$ cat src/rtl/add_pipe_pkg.sv
`default_nettype none
// ============================================================================
//  Module      : add_pipe_pkg
//  Description : Shared constants and helpers for the add_pipe block:
//                pipeline depth bounds, operand/result width legality check
//                and saturation limits for a signed result of a given width.
//  Revision    : 1.0 - initial release
// ============================================================================
package add_pipe_pkg;

  localparam int STAGES_MIN = 1;
  localparam int STAGES_MAX = 4;

  // Result must hold zext(a) (A_W+1 signed bits) or b, plus one bit of headroom
  // so that a plain add can never overflow.
  function automatic bit width_ok(input int a_w, input int b_w, input int c_w);
    int need;
    need = (((a_w + 1) > b_w) ? (a_w + 1) : b_w) + 1;
    return (c_w >= need);
  endfunction

  function automatic bit stages_ok(input int s);
    return (s >= STAGES_MIN) && (s <= STAGES_MAX);
  endfunction

  // Largest positive value of a c_w-bit two's complement number.
  function automatic logic signed [63:0] sat_max(input int c_w);
    return (64'sd1 <<< (c_w - 1)) - 64'sd1;
  endfunction

  // Most negative value of a c_w-bit two's complement number.
  function automatic logic signed [63:0] sat_min(input int c_w);
    return -(64'sd1 <<< (c_w - 1));
  endfunction

endpackage
`default_nettype wire

$ cat src/rtl/add_pipe_stage.sv
`default_nettype none
// ============================================================================
//  Module      : add_pipe_stage
//  Description : One delay stage of the add_pipe result pipeline: a valid bit
//                and a data word, both loaded only while en is high.
//  Revision    : 1.0 - initial release
// ============================================================================
module add_pipe_stage #(
  parameter int W = 23
) (
  input  logic         clk,
  input  logic         rst_n,
  input  logic         en,
  input  logic         in_valid,
  input  logic [W-1:0] in_data,
  output logic         out_valid,
  output logic [W-1:0] out_data
);

  // Register the upstream beat whenever the pipeline advances; hold otherwise.
  always_ff @(posedge clk or negedge rst_n) begin
    if (!rst_n) begin
      out_valid <= 1'b0;
      out_data  <= '0;
    end else if (en) begin
      out_valid <= in_valid;
      out_data  <= in_data;
    end
  end

endmodule
`default_nettype wire

$ cat src/rtl/add_pipe.sv
`default_nettype none
// ============================================================================
//  Module      : add_pipe
//  Description : Pipelined adder of an unsigned operand a and a signed operand
//                b, with an optional running accumulator, sticky overflow flag
//                and valid/ready handshakes on both sides. The whole pipeline
//                stalls globally when the output is held.
//  Config      : ADD_PIPE_SAT_EN - when defined, accumulator overflow
//                saturates the result; otherwise it wraps modulo 2^C_W.
//  Revision    : 1.0 - initial release
// ============================================================================
module add_pipe
  import add_pipe_pkg::*;
#(
  parameter int A_W    = 21,
  parameter int B_W    = 18,
  parameter int C_W    = 23,
  parameter int STAGES = 2
) (
  input  logic                  clk,
  input  logic                  rst_n,
  input  logic                  in_valid,
  output logic                  in_ready,
  input  logic [A_W-1:0]        a,
  input  logic signed [B_W-1:0] b,
  input  logic                  acc_mode,
  input  logic                  clr,
  output logic                  out_valid,
  input  logic                  out_ready,
  output logic signed [C_W-1:0] c,
  output logic                  ovf
);

  // Parameter legality, reported at elaboration.
  generate
    if (!width_ok(A_W, B_W, C_W)) begin : g_bad_width
      $error("add_pipe: C_W must be at least max(A_W+1, B_W)+1");
    end
    if (!stages_ok(STAGES)) begin : g_bad_stages
      $error("add_pipe: STAGES out of legal range");
    end
  endgenerate

`ifdef ADD_PIPE_SAT_EN
  localparam logic [C_W-1:0] SAT_MAX = C_W'(sat_max(C_W));
  localparam logic [C_W-1:0] SAT_MIN = C_W'(sat_min(C_W));
`endif

  logic           advance;
  logic           accept;
  logic [C_W-1:0] a_ext;
  logic [C_W-1:0] b_ext;
  logic [C_W-1:0] sum;
  logic [C_W-1:0] acc;
  logic [C_W-1:0] acc_base;
  logic [C_W-1:0] acc_sum;
  logic           ovf_base;
  logic [C_W-1:0] r;
  logic           ovf_now;
  logic           s1_valid;
  logic [C_W-1:0] s1_data;
  logic           stage_valid [STAGES];
  logic [C_W-1:0] stage_data  [STAGES];

  // Global stall: everything moves together whenever the output slot frees up.
  assign advance  = out_ready || !out_valid;
  assign in_ready = advance;
  assign accept   = in_valid && advance;

  assign a_ext = {{(C_W-A_W){1'b0}}, a};
  assign b_ext = {{(C_W-B_W){b[B_W-1]}}, b};
  assign sum   = a_ext + b_ext;

  // A clear in the same cycle as a beat makes that beat start from zero.
  assign acc_base = clr ? '0 : acc;
  assign ovf_base = clr ? 1'b0 : ovf;
  assign acc_sum  = acc_base + sum;

  // Stage-1 result: plain sum, or running sum with signed-overflow detection.
  always_comb begin
    r       = sum;
    ovf_now = 1'b0;
    if (acc_mode) begin
      r       = acc_sum;
      ovf_now = (acc_base[C_W-1] == sum[C_W-1]) && (acc_sum[C_W-1] != sum[C_W-1]);
`ifdef ADD_PIPE_SAT_EN
      if (ovf_now) begin
        r = sum[C_W-1] ? SAT_MIN : SAT_MAX;
      end
`endif
    end
  end

  // Accumulator and sticky overflow: updated on every accepted beat, cleared by clr.
  always_ff @(posedge clk or negedge rst_n) begin
    if (!rst_n) begin
      acc <= '0;
      ovf <= 1'b0;
    end else if (accept) begin
      acc <= r;
      ovf <= ovf_base | ovf_now;
    end else if (clr) begin
      acc <= '0;
      ovf <= 1'b0;
    end
  end

  // First pipeline register captures the stage-1 result of an accepted beat.
  always_ff @(posedge clk or negedge rst_n) begin
    if (!rst_n) begin
      s1_valid <= 1'b0;
      s1_data  <= '0;
    end else if (advance) begin
      s1_valid <= in_valid;
      if (in_valid) begin
        s1_data <= r;
      end
    end
  end

  assign stage_valid[0] = s1_valid;
  assign stage_data[0]  = s1_data;

  // Remaining stages carry the stage-1 result unchanged.
  generate
    for (genvar i = 1; i < STAGES; i++) begin : g_stage
      add_pipe_stage #(
        .W (C_W)
      ) u_stage (
        .clk       (clk),
        .rst_n     (rst_n),
        .en        (advance),
        .in_valid  (stage_valid[i-1]),
        .in_data   (stage_data[i-1]),
        .out_valid (stage_valid[i]),
        .out_data  (stage_data[i])
      );
    end
  endgenerate

  assign out_valid = stage_valid[STAGES-1];
  assign c         = stage_data[STAGES-1];

endmodule
`default_nettype wire

$ cat config.mk
export PLATFORM = sky130hd
export DESIGN_NAME = add_pipe
export DESIGN_NICKNAME = d
export VERILOG_FILES = /design/src/rtl/add_pipe_pkg.sv /design/src/rtl/add_pipe_stage.sv /design/src/rtl/add_pipe.sv
export SDC_FILE = /design/constraint.sdc
export NUM_CORES = 1
export LEC_CHECK = 0
export CAP_MARGIN = 10
export CORE_MARGIN = 1.5
export CORE_UTILIZATION = 35
export CTS_BUF_LIST = sky130_fd_sc_hd__clkbuf_8
export CTS_CLUSTER_DIAMETER = 40
export DETAILED_ROUTE_END_ITERATION = 7
export HOLD_SLACK_MARGIN = 0.15
export SLEW_MARGIN = 20
export SYNTH_ARGS = -nofsm -noshare
export SYNTH_HDL_FRONTEND = slang
export SYNTH_SLANG_ARGS = --single-unit
$ cat constraint.sdc
create_clock -name clk -period 3.9 [get_ports clk]
set_input_delay 0.78 -clock clk [delete_from_list [all_inputs] [get_ports clk]]
set_output_delay 0.78 -clock clk [all_outputs]
set_load 0.01 [all_outputs]
-- Yosys cells after proc, flatten, opt, wreduce, memory -nomap -nowiden
Cells that the tools add are included.
- register bits after elaboration: 72
- bits in latches: 0
- memory bits (writable): 0
- bits in read-only memories: 0
- output and inout port bits: 26
- memories: 0
- add/sub/neg operators: 2
- multipliers: 0
- divide/modulo/power cells: 0
- $lt $le $gt $ge: 0
- equal/unequal tests: 2
- shift operators: 0
- muxes and demuxes: 6
- bitwise operators: 1
- reduce and logical (&&, ||, !) cells: 5
- operators with widths (kind ; count):
    23-bit 2-to-1 mux ; 3
    22-bit by 18-bit adder with 23-bit output ; 1
    23-bit adder ; 1
    1-bit 2-to-1 mux ; 3
    1-bit logical AND ; 2
    2-bit AND reduction ; 1
    1-bit equality test ; 1
    1-bit zero test ; 1
    1-bit logical OR ; 1
    1-bit != test ; 1
    1-bit bitwise OR ; 1

-- Depth between registers and ports, before layout
Gate-level depths: netlist of run 1.
- depth in word-level cells: 7
- depth in mapped cells: 18
- gate-level depth less buffers: 18

-- Cells and area by module
A second synthesis of run 1 with hierarchy kept.
- cell total of the unflattened synthesis: 559
- area total of the unflattened synthesis: 5251.3 µm²
- modules (own cells, without submodules) (module ; times used ; cells an instance ; area each (µm²) ; seq. area each (µm²)):
    add_pipe ; 1 ; 508 ; 4254.1 ; 1201.2
    add_pipe_stage ; 1 ; 51 ; 997.2 ; 600.6

-- Worst setup path before layout of run 1
No wires, ideal clock.
- path type: input to register
- start: input a[0]
- end: register acc[20]
- arrival time: 4.426 ns
- data required time: 3.775 ns
- slack: -0.650 ns
- cell stages on the path: 18
- cells stage by stage: ha_1 > fa_1 > a211oi_2 > o21ai_2 > a21o_1 > a21o_1 > a311oi_2 > xor2_1 > inv_1 > ha_1 > nand3_1 > a211oi_1 > o21ai_2 > a211oi_2 > o22ai_1 > xnor2_1 > mux2_2 > mux2_2
- longest elaborated chain between the ends: 4
- RTL lines (element ; RTL line ; RTL):
    start, declared ; add_pipe.sv:24 ; input logic [A_W-1:0] a,
    22-bit by 18-bit adder with 23-bit output (*) ; add_pipe.sv:72 ; assign sum = a_ext + b_ext;
    23-bit adder ; add_pipe.sv:77 ; assign acc_sum = acc_base + sum;
    23-bit 2-to-1 mux (*) ; add_pipe.sv:83 ; if (acc_mode) begin
    23-bit 2-to-1 mux (*) ; add_pipe.sv:99 ; end else if (accept) begin
    end signal, assigned ; add_pipe.sv:100 ; acc <= r;
    end, declared ; add_pipe.sv:54 ; logic [C_W-1:0] acc;
Mark *: on every way between the ends. The rest lies on a longest branch, timed or not.
A chain may end at the register's enable or synchronous reset.

-- Final worst setup path of run 1
- start: input b[0]
- end: register s1_data[13]
- longest elaborated chain between the ends: 3
- RTL lines (element ; RTL line ; RTL):
    start, declared ; add_pipe.sv:25 ; input logic signed [B_W-1:0] b,
    22-bit by 18-bit adder with 23-bit output (*) ; add_pipe.sv:72 ;
    23-bit adder ; add_pipe.sv:77 ;
    23-bit 2-to-1 mux (*) ; add_pipe.sv:83 ;
    end signal, assigned ; add_pipe.sv:116 ; s1_data <= r;
    end, declared ; add_pipe.sv:61 ; logic [C_W-1:0] s1_data;
Marked as above.

==> results of run 1 <==
## flip-flops by register name, indices dropped and copies added (netlist names)
name                       count
ovf                            1
g_stage.u_stage.out_data      23
g_stage.u_stage.out_valid      1
acc                           23
s1_data                       23
s1_valid                       1
## critical path, stage by stage
cell and delay [ns]:
buf_6 0.10, ha_4 0.15, fa_2 0.38, a211oi_4 0.25, o21ai_2 0.09, a21o_1 0.15
a21o_1 0.17, a311oi_2 0.25, xor2_1 0.21, inv_1 0.10, ha_4 0.23, buf_6 0.12
and3_4 0.16, a221o_1 0.41, a21oi_2 0.15, nand2_1 0.07, xor2_1 0.14, a21oi_1 0.11
a21bo_2 0.24, o21a_1 0.10
## cells in the mapped netlist (13+ instances only)
cell type	n
xnor2_1	20
nor2b_1	27
mux2_2	27
nand3_1	13
a21oi_1	54
nand2_1	48
dfrtp_1	72
nor2_1	67
a21o_1	25
xor2_1	16
ha_1	44
o21ai_0	16
## worst max path at each step
stage          slack (ns)  cells past startpoint  startpoint     endpoint
2_1_floorplan       -0.36                     18        a[0]      acc[20]
3_3_place_gp        -0.96                     19        a[0]  s1_data[20]
3_5_place_dp        -1.01                     19        a[0]  s1_data[20]
4_1_cts             -0.27                     19        b[0]  s1_data[20]
5_1_grt             -0.43                     20        b[0]  s1_data[13]
6_report            -0.21                     20        b[0]  s1_data[13]
## cell type report
cell class	instances	area, sq um
fillers	1318	6460
clock inverters	7	103
flip-flops and latches	72	1800
repair buffers	229	1910
multi-input cells	480	4040
clock buffers	9	124
well taps	184	230
inverters	10	37.5
## power groups by stage
| stage | Clock, mW | Combinational [mW] | Sequential, mW |
|---|---|---|---|
| 6_report | 0.677 | 1.99 | 1.06 |
| 2_1_floorplan | 0 | 0.930 | 1.10 |
| 3_3_place_gp | 0 | 1.70 | 1.07 |
| 4_1_cts | 0.700 | 1.87 | 1.06 |
| 3_5_place_dp | 0 | 1.72 | 1.08 |
| 5_1_grt | 0.728 | 2.18 | 1.09 |
## placed cells by master (no fill, tap or decap), types with 5 or more instances in the layout
| master | synthesis | final |
|---|---|---|
| buf_4 | 2 | 151 |
| dfrtp_1 | 72 | 72 |
| nor2_1 | 67 | 63 |
| nand2_1 | 48 | 46 |
| clkdlybuf4s50_1 | 0 | 43 |
| a21oi_1 | 54 | 35 |
| nor2b_1 | 27 | 26 |
| a21o_1 | 25 | 25 |
| mux2_2 | 27 | 24 |
| ha_1 | 44 | 24 |
| ha_4 | 0 | 20 |
| a21oi_2 | 2 | 17 |
| xor2_1 | 16 | 15 |
| dlygate4sd2_1 | 0 | 15 |
| xnor2_1 | 20 | 14 |
| nand3_1 | 13 | 11 |
| o211ai_1 | 11 | 11 |
| nand4_1 | 10 | 10 |
| o21a_1 | 11 | 10 |
| o21ai_0 | 16 | 10 |
| buf_6 | 4 | 10 |
| inv_1 | 10 | 9 |
| clkbuf_8 | 0 | 9 |
| o21ai_2 | 3 | 7 |
| a211oi_1 | 8 | 6 |
| o21bai_1 | 7 | 5 |
| and2_1 | 7 | 5 |
| o21ai_1 | 3 | 5 |
| nand2b_1 | 5 | 5 |
| xnor2_2 | 0 | 5 |
| dlymetal6s2s_1 | 0 | 5 |
## per-stage QoR
step | setup slack [ns] | hold WS, ns | TNS, ns | cell area, sq um | utilization
after global routing | -0.429 | 0.491 | -6.48 | 8240 | 0.561
after detailed placement | -1.01 | 0.457 | -24.59 | 7210 | 0.490
after global placement | -0.958 | 0.445 | -23.00 | 7210 | 0.490
after CTS | -0.265 | 0.475 | -2.12 | 7880 | 0.536
after floorplan | -0.355 | 0.435 | -1.61 | 5430 | -
final | -0.211 | 0.471 | -2.28 | 8240 | 0.561
## cell families (layout without fill, tap and decap cells)
logic type / count (synthesis) / after routing
muxes: 31 / 31
adders and majority gates: 46 / 46
buffers and inverters: 35 / 255
DFF: 72 / 72
AOI/OAI and AO/OA: 172 / 172
xor gates and xnor gates: 36 / 36
and+or+nand+nor: 195 / 195
## what timing repair did
action / 4_1_cts / 5_1_grt
hold buffers: 0 / 0
endpoints found under the hold margin: 0 / 0
pin swaps: 59 / 65
endpoints found under the setup margin: 31 / 27
buffers inserted: 15 / 13
resized for setup: 95 / 55
## metal layers
metal	vias up	routed length (um)
li1	2542	-
met1	2398	7280
met2	107	7020
met3	9	602
met4	0	143
met5	-	0
==> run_results.csv, run 1 <==
group,metric,value,unit
pwr,p_sw,1.32,mW
cells_and_area,nets,893,
cells_and_area,drive_above_1_share,0.387,
floorplan,die_h,127,um
floorplan,fp.dieArea,16000,sq um
yosys,yosys_warnings,0,
status,status,"finished, violations left",
timing,clock_skew,0.0133,ns
placed_design,port_buffers,70,
global_routing,grt_max_degree,73,
yosys,yosys-top-cells-area,"dfrtp_1, ha_1, mux2_2, a21oi_1, nor2_1",
cts,cts_tree,"built",
timing,setup_viol,18,
cts,cts_root_buf,"clkbuf_8",
yosys,synth_top_family_by_area,"compound AO/OA/AOI/OAI gates",
hold_path,holdPathEnd,"g_stage[1].u_stage.out_valid",
detailed_routing,route.final.wire_length,15.0,mm
pwr,total_power,3.73,mW
cells_and_area,area_growth,54.2,%
yosys,netlist_area,5340,sq um
yosys,ys.flop_type,"dfrtp_1",
worst_setup_path,start_kind,"primary input",
yosys,synth-edff-count,0,
worst_setup_path,cp.arrival,4.36,ns
detailed_routing,drtIter0Drc,256,
yosys,ys_ff_latch,72,
placed_design,place.gp.congestion,0.854,
timing,max_slew_margin,0.404,
worst_setup_path,critical_path_required,4.15,ns
detailed_routing,vias,5056,
detailed_routing,drcViolationCount,0,
pwr,p_per_area,452,nW/um^2
yosys,synthSimpleGateAreaFrac,0.175,
worst_setup_path,crit_type,"primary input to flop",
pwr,peakVddDrop,0.205,mV
yosys,yosys.area.top_type_share,0.337,
floorplan,core,14700,sq um
global_routing,globalRouteMet3Util,0.0194,
pwr,power.leakage,3.75,nW
floorplan,std_cell_rows,44,
timing,min_period_over_period,1.05,
worst_setup_path,end_kind,"flop",
placed_design,placed_cells,949,
cts,clock_sinks,72,
timing,rsz0062_at_grt,"yes",
pwr,p_comb_frac,0.534,
pwr,p_clk_frac,0.182,
timing,drv_slew,0,
yosys,synth_compound_area_frac,0.221,
placed_design,hpwl,11.3,mm
cts,cts_buffers,9,
cells_and_area,antenna_cells,0,
yosys,synth.avg_cell_area,9.10,sq um
global_routing,grtUsageMet1,0.274,
worst_setup_path,worstPathMaxFanout,5,
floorplan,ios,71,
worst_setup_path,reg2reg_depth,13,
floorplan,die_w,127,um
pwr,pwr-share-seq,0.285,
yosys,yosysTopAreaCell,"dfrtp_1",
yosys,async_flop_share,1.00,
hold_path,min_from,"s1_valid",
yosys,synth_xor_area_frac,0.0590,
cts,clk_latency,0.36,ns
global_routing,met2_usage,0.309,
cells_and_area,instances_no_fill,991,
worst_setup_path,reg2reg_slack,1.11,ns
global_routing,grt_pass1_vias,4990,
cts,clockBufferDepth,2,
yosys,syn_inst,587,
timing,max_freq,243,MHz
status,violations,"negative setup slack",
run,cap_violations,0,
cts,htree_num_levels,3,
yosys,synth_fp_nets,678,
cts,clkTransAtPathRegs,0.08,ns
detailed_routing,wl_per_cell,15.2,um
detailed_routing,firstDrtPassIters,4,
floorplan,start_util,0.363,
hold_path,hp-class,"flop to flop",
timing,setup_ws,-0.211,ns
timing,finalHoldViolCount,0,
yosys,synth-seq-area-share,0.337,
pwr,switching_share,0.353,
timing,tightest_slew,0.894,ns
pwr,p_int,2.41,mW
worst_setup_path,r2r_start,"acc[0]",
global_routing,busiest_layer,"met2",
timing,period_minus_slack,4.11,ns
global_routing,overflow,0,
yosys,synthAdderAreaFrac,0.111,
global_routing,antenna_found_initial,0,
global_routing,grt_pass1_wl,24.6,mm
global_routing,grtUsageTotal,0.191,
yosys,yosysUniqueCellTypes,62,
detailed_routing,vias_per_cell,5.10,
detailed_routing,antenna_left,0,
worst_setup_path,rr_endpoint,"s1_data[16]",
yosys,synthMuxAreaShare,0.0644,
hold_path,hold_depth,1,
Note: power is estimated with default switching activity, not from simulation.
==> run 2, diff against run 1 <==
- RECOVER_POWER: not set -> 100
==> run_results.csv, run 2 (same netlist as run 1, synthesis figures left out) <==
group,metric,value,unit
detailed_routing,drtIter0Drc,248,
worst_setup_path,end_kind,"flop",
timing,drv_slew,73,
cells_and_area,final_common_cell,"buf_4",
cts,clockBufferDepth,2,
worst_setup_path,rr_endpoint,"acc[14]",
timing,rsz0062_at_grt,"yes",
detailed_routing,vias_per_cell,5.12,
pwr,power.leakage,3.74,nW
hold_path,hold_depth,1,
pwr,p_sw,1.31,mW
pwr,p_clk_frac,0.185,
floorplan,fp.dieArea,16000,sq um
cells_and_area,area_growth,53.5,%
timing,setup_viol,18,
pwr,pwr-share-seq,0.287,
pwr,total_power,3.67,mW
cts,postCtsHoldBufs,0,
timing,finalHoldViolCount,0,
status,violations,"max-capacitance violations, max-slew violations, negative setup slack",
worst_setup_path,reg2reg_slack,0.97,ns
cells_and_area,fin_util,0.558,
run,cap_violations,1,
timing,min_period_over_period,1.06,
cells_and_area,fill_cells,1330,
cts,clk_latency,0.36,ns
floorplan,die_w,127,um
floorplan,ios,71,
timing,tightest_slew,1.74,ns
detailed_routing,wl_met1,7.31,mm
detailed_routing,drcViolationCount,0,
hold_path,min_from,"s1_valid",
pwr,p_per_area,448,nW/um^2
detailed_routing,firstDrtPassIters,5,
detailed_routing,vias,5075,
pwr,p_int,2.37,mW
timing,setup_ws,-0.217,ns
detailed_routing,top_layer_used,"met4",
cells_and_area,layout_common_cells,"buf_4, dfrtp_1, nor2_1",
status,status,"finished, violations left",
cells_and_area,drive_above_1_share,0.379,
pwr,peakVddDrop,0.205,mV
global_routing,antenna_found_initial,0,
pwr,p_comb_frac,0.528,
worst_setup_path,reg2reg_depth,13,
placed_design,place.gp.congestion,0.854,
worst_setup_path,cp.arrival,4.37,ns
worst_setup_path,r2r_start,"acc[0]",
cells_and_area,antenna_cells,0,
placed_design,port_buffers,70,
cts,cts_root_buf,"clkbuf_8",
global_routing,grt_pass1_wl,24.6,mm
floorplan,die_h,127,um
detailed_routing,wl_per_cell,15.2,um
worst_setup_path,crit_slowest_cell,"a221o_1",
timing,max_freq,243,MHz
detailed_routing,wl_met3,549,um
floorplan,std_cell_rows,44,
cts,clkTransAtPathRegs,0.08,ns
timing,clock_skew,0.0128,ns
detailed_routing,antenna_left,0,
cells_and_area,final_area,8200,sq um
global_routing,grt_max_degree,73,
cells_and_area,largest_registers,"acc x23, g_stage.u_stage.out_data x23, s1_data x23",
worst_setup_path,crit_type,"primary input to flop",
cts,cts_tree,"built",
worst_setup_path,start_kind,"primary input",
cts,clock_sinks,72,
global_routing,overflow,0,
placed_design,preCtsSetupSlack,-1.01,ns
worst_setup_path,worstPathMaxFanout,5,
hold_path,holdPathEnd,"g_stage[1].u_stage.out_valid",
cts,cts_buffers,9,
detailed_routing,route.final.wire_length,15.0,mm
timing,period_minus_slack,4.12,ns
detailed_routing,dr_wl_met2,7.04,mm
floorplan,start_util,0.363,
timing,max_slew_margin,-0.162,
global_routing,grtUsageTotal,0.191,
hold_path,hp-class,"flop to flop",
floorplan,core,14700,sq um
worst_setup_path,cp_slowest_stage_delay,0.41,ns
pwr,switching_share,0.356,
cells_and_area,nets,893,
placed_design,place_area,7210,sq um
worst_setup_path,crit_chain,"buf_6, ha_4, fa_2, a211oi_4, o21ai_2, a21o_1, a21o_1, a311oi_2, xor2_1, inv_1, ha_4, buf_6, and3_4, a221o_1, a21oi_2, nand2_1, xor2_1, a21oi_1, a21bo_2, o21a_1",
placed_design,hpwl,11.3,mm
worst_setup_path,critical_path_required,4.15,ns
global_routing,grt_pass1_vias,4990,
cts,htree_num_levels,3,
run 2: cell count changes in the layout (fill, tap and decap cells not counted), moves of 3 or more:
cell and change:
buf_4 -5, dlygate4sd3_1 +28, clkbuf_1 +3, clkdlybuf4s50_1 -28
run 2: timing repair:
item,4_1_cts,5_1_grt
gates resized for setup,95,55
setup buffers,15,13
endpoints found under the setup margin,31,27
pin swaps,59,65
run 2: worst max-delay path, delay by kind of cell:
family	cells	cell delay [ns]
AOI/OAI and AO/OA	10	1.92
xor gates and xnor gates	2	0.35
adders and majority gates	3	0.76
buffers and inverters	3	0.32
and+or+nand+nor	2	0.23
run 2: final cells by class:
cell class | instances | area, sq um | share of cell area
Sequential cell | 72 | 1800 | 0.220
Timing Repair Buffer | 229 | 1890 | 0.231
Clock buffer | 9 | 124 | 0.0151
Multi-Input combinational cell | 480 | 4010 | 0.489
Clock inverter | 7 | 103 | 0.0125
Inverter | 10 | 37.5 | 0.00458
Tap cell | 184 | 230 | 0.0281
run 2: power by group through the flow:
stage,sequential (mW),combinational [mW],clock [mW]
floorplan,1.10,0.930,0
global placement,1.07,1.70,0
detailed placement,1.08,1.72,0
CTS,1.06,1.87,0.700
global route,1.09,2.13,0.728
finish,1.06,1.94,0.678
run 2: how the worst max path moves through the flow:
stage / from / endpoint / slack [ns] / cells past startpoint
6_report: b[0] / s1_data[13] / -0.22 / 20
5_1_grt: b[0] / s1_data[13] / -0.43 / 20
4_1_cts: b[0] / s1_data[20] / -0.27 / 19
3_5_place_dp: a[0] / s1_data[20] / -1.01 / 19
3_3_place_gp: a[0] / s1_data[20] / -0.96 / 19
2_1_floorplan: a[0] / acc[20] / -0.36 / 18
run 2: per-layer routing:
layer / vias to the layer above / track usage
met4: 0 / 0.0473
li1: 2546 / -
met3: 9 / 0.0194
met1: 2415 / 0.274
met2: 105 / 0.309
met5: - / 0
run 2: metrics by stage:
stage | hold slack [ns] | cells | TNS, ns
after global placement | 0.445 | 949 | -23.00
after floorplan | 0.435 | 587 | -1.61
final | 0.471 | 991 | -2.37
after detailed placement | 0.457 | 949 | -24.59
after CTS | 0.475 | 979 | -2.12
after global routing | 0.491 | 991 | -7.86
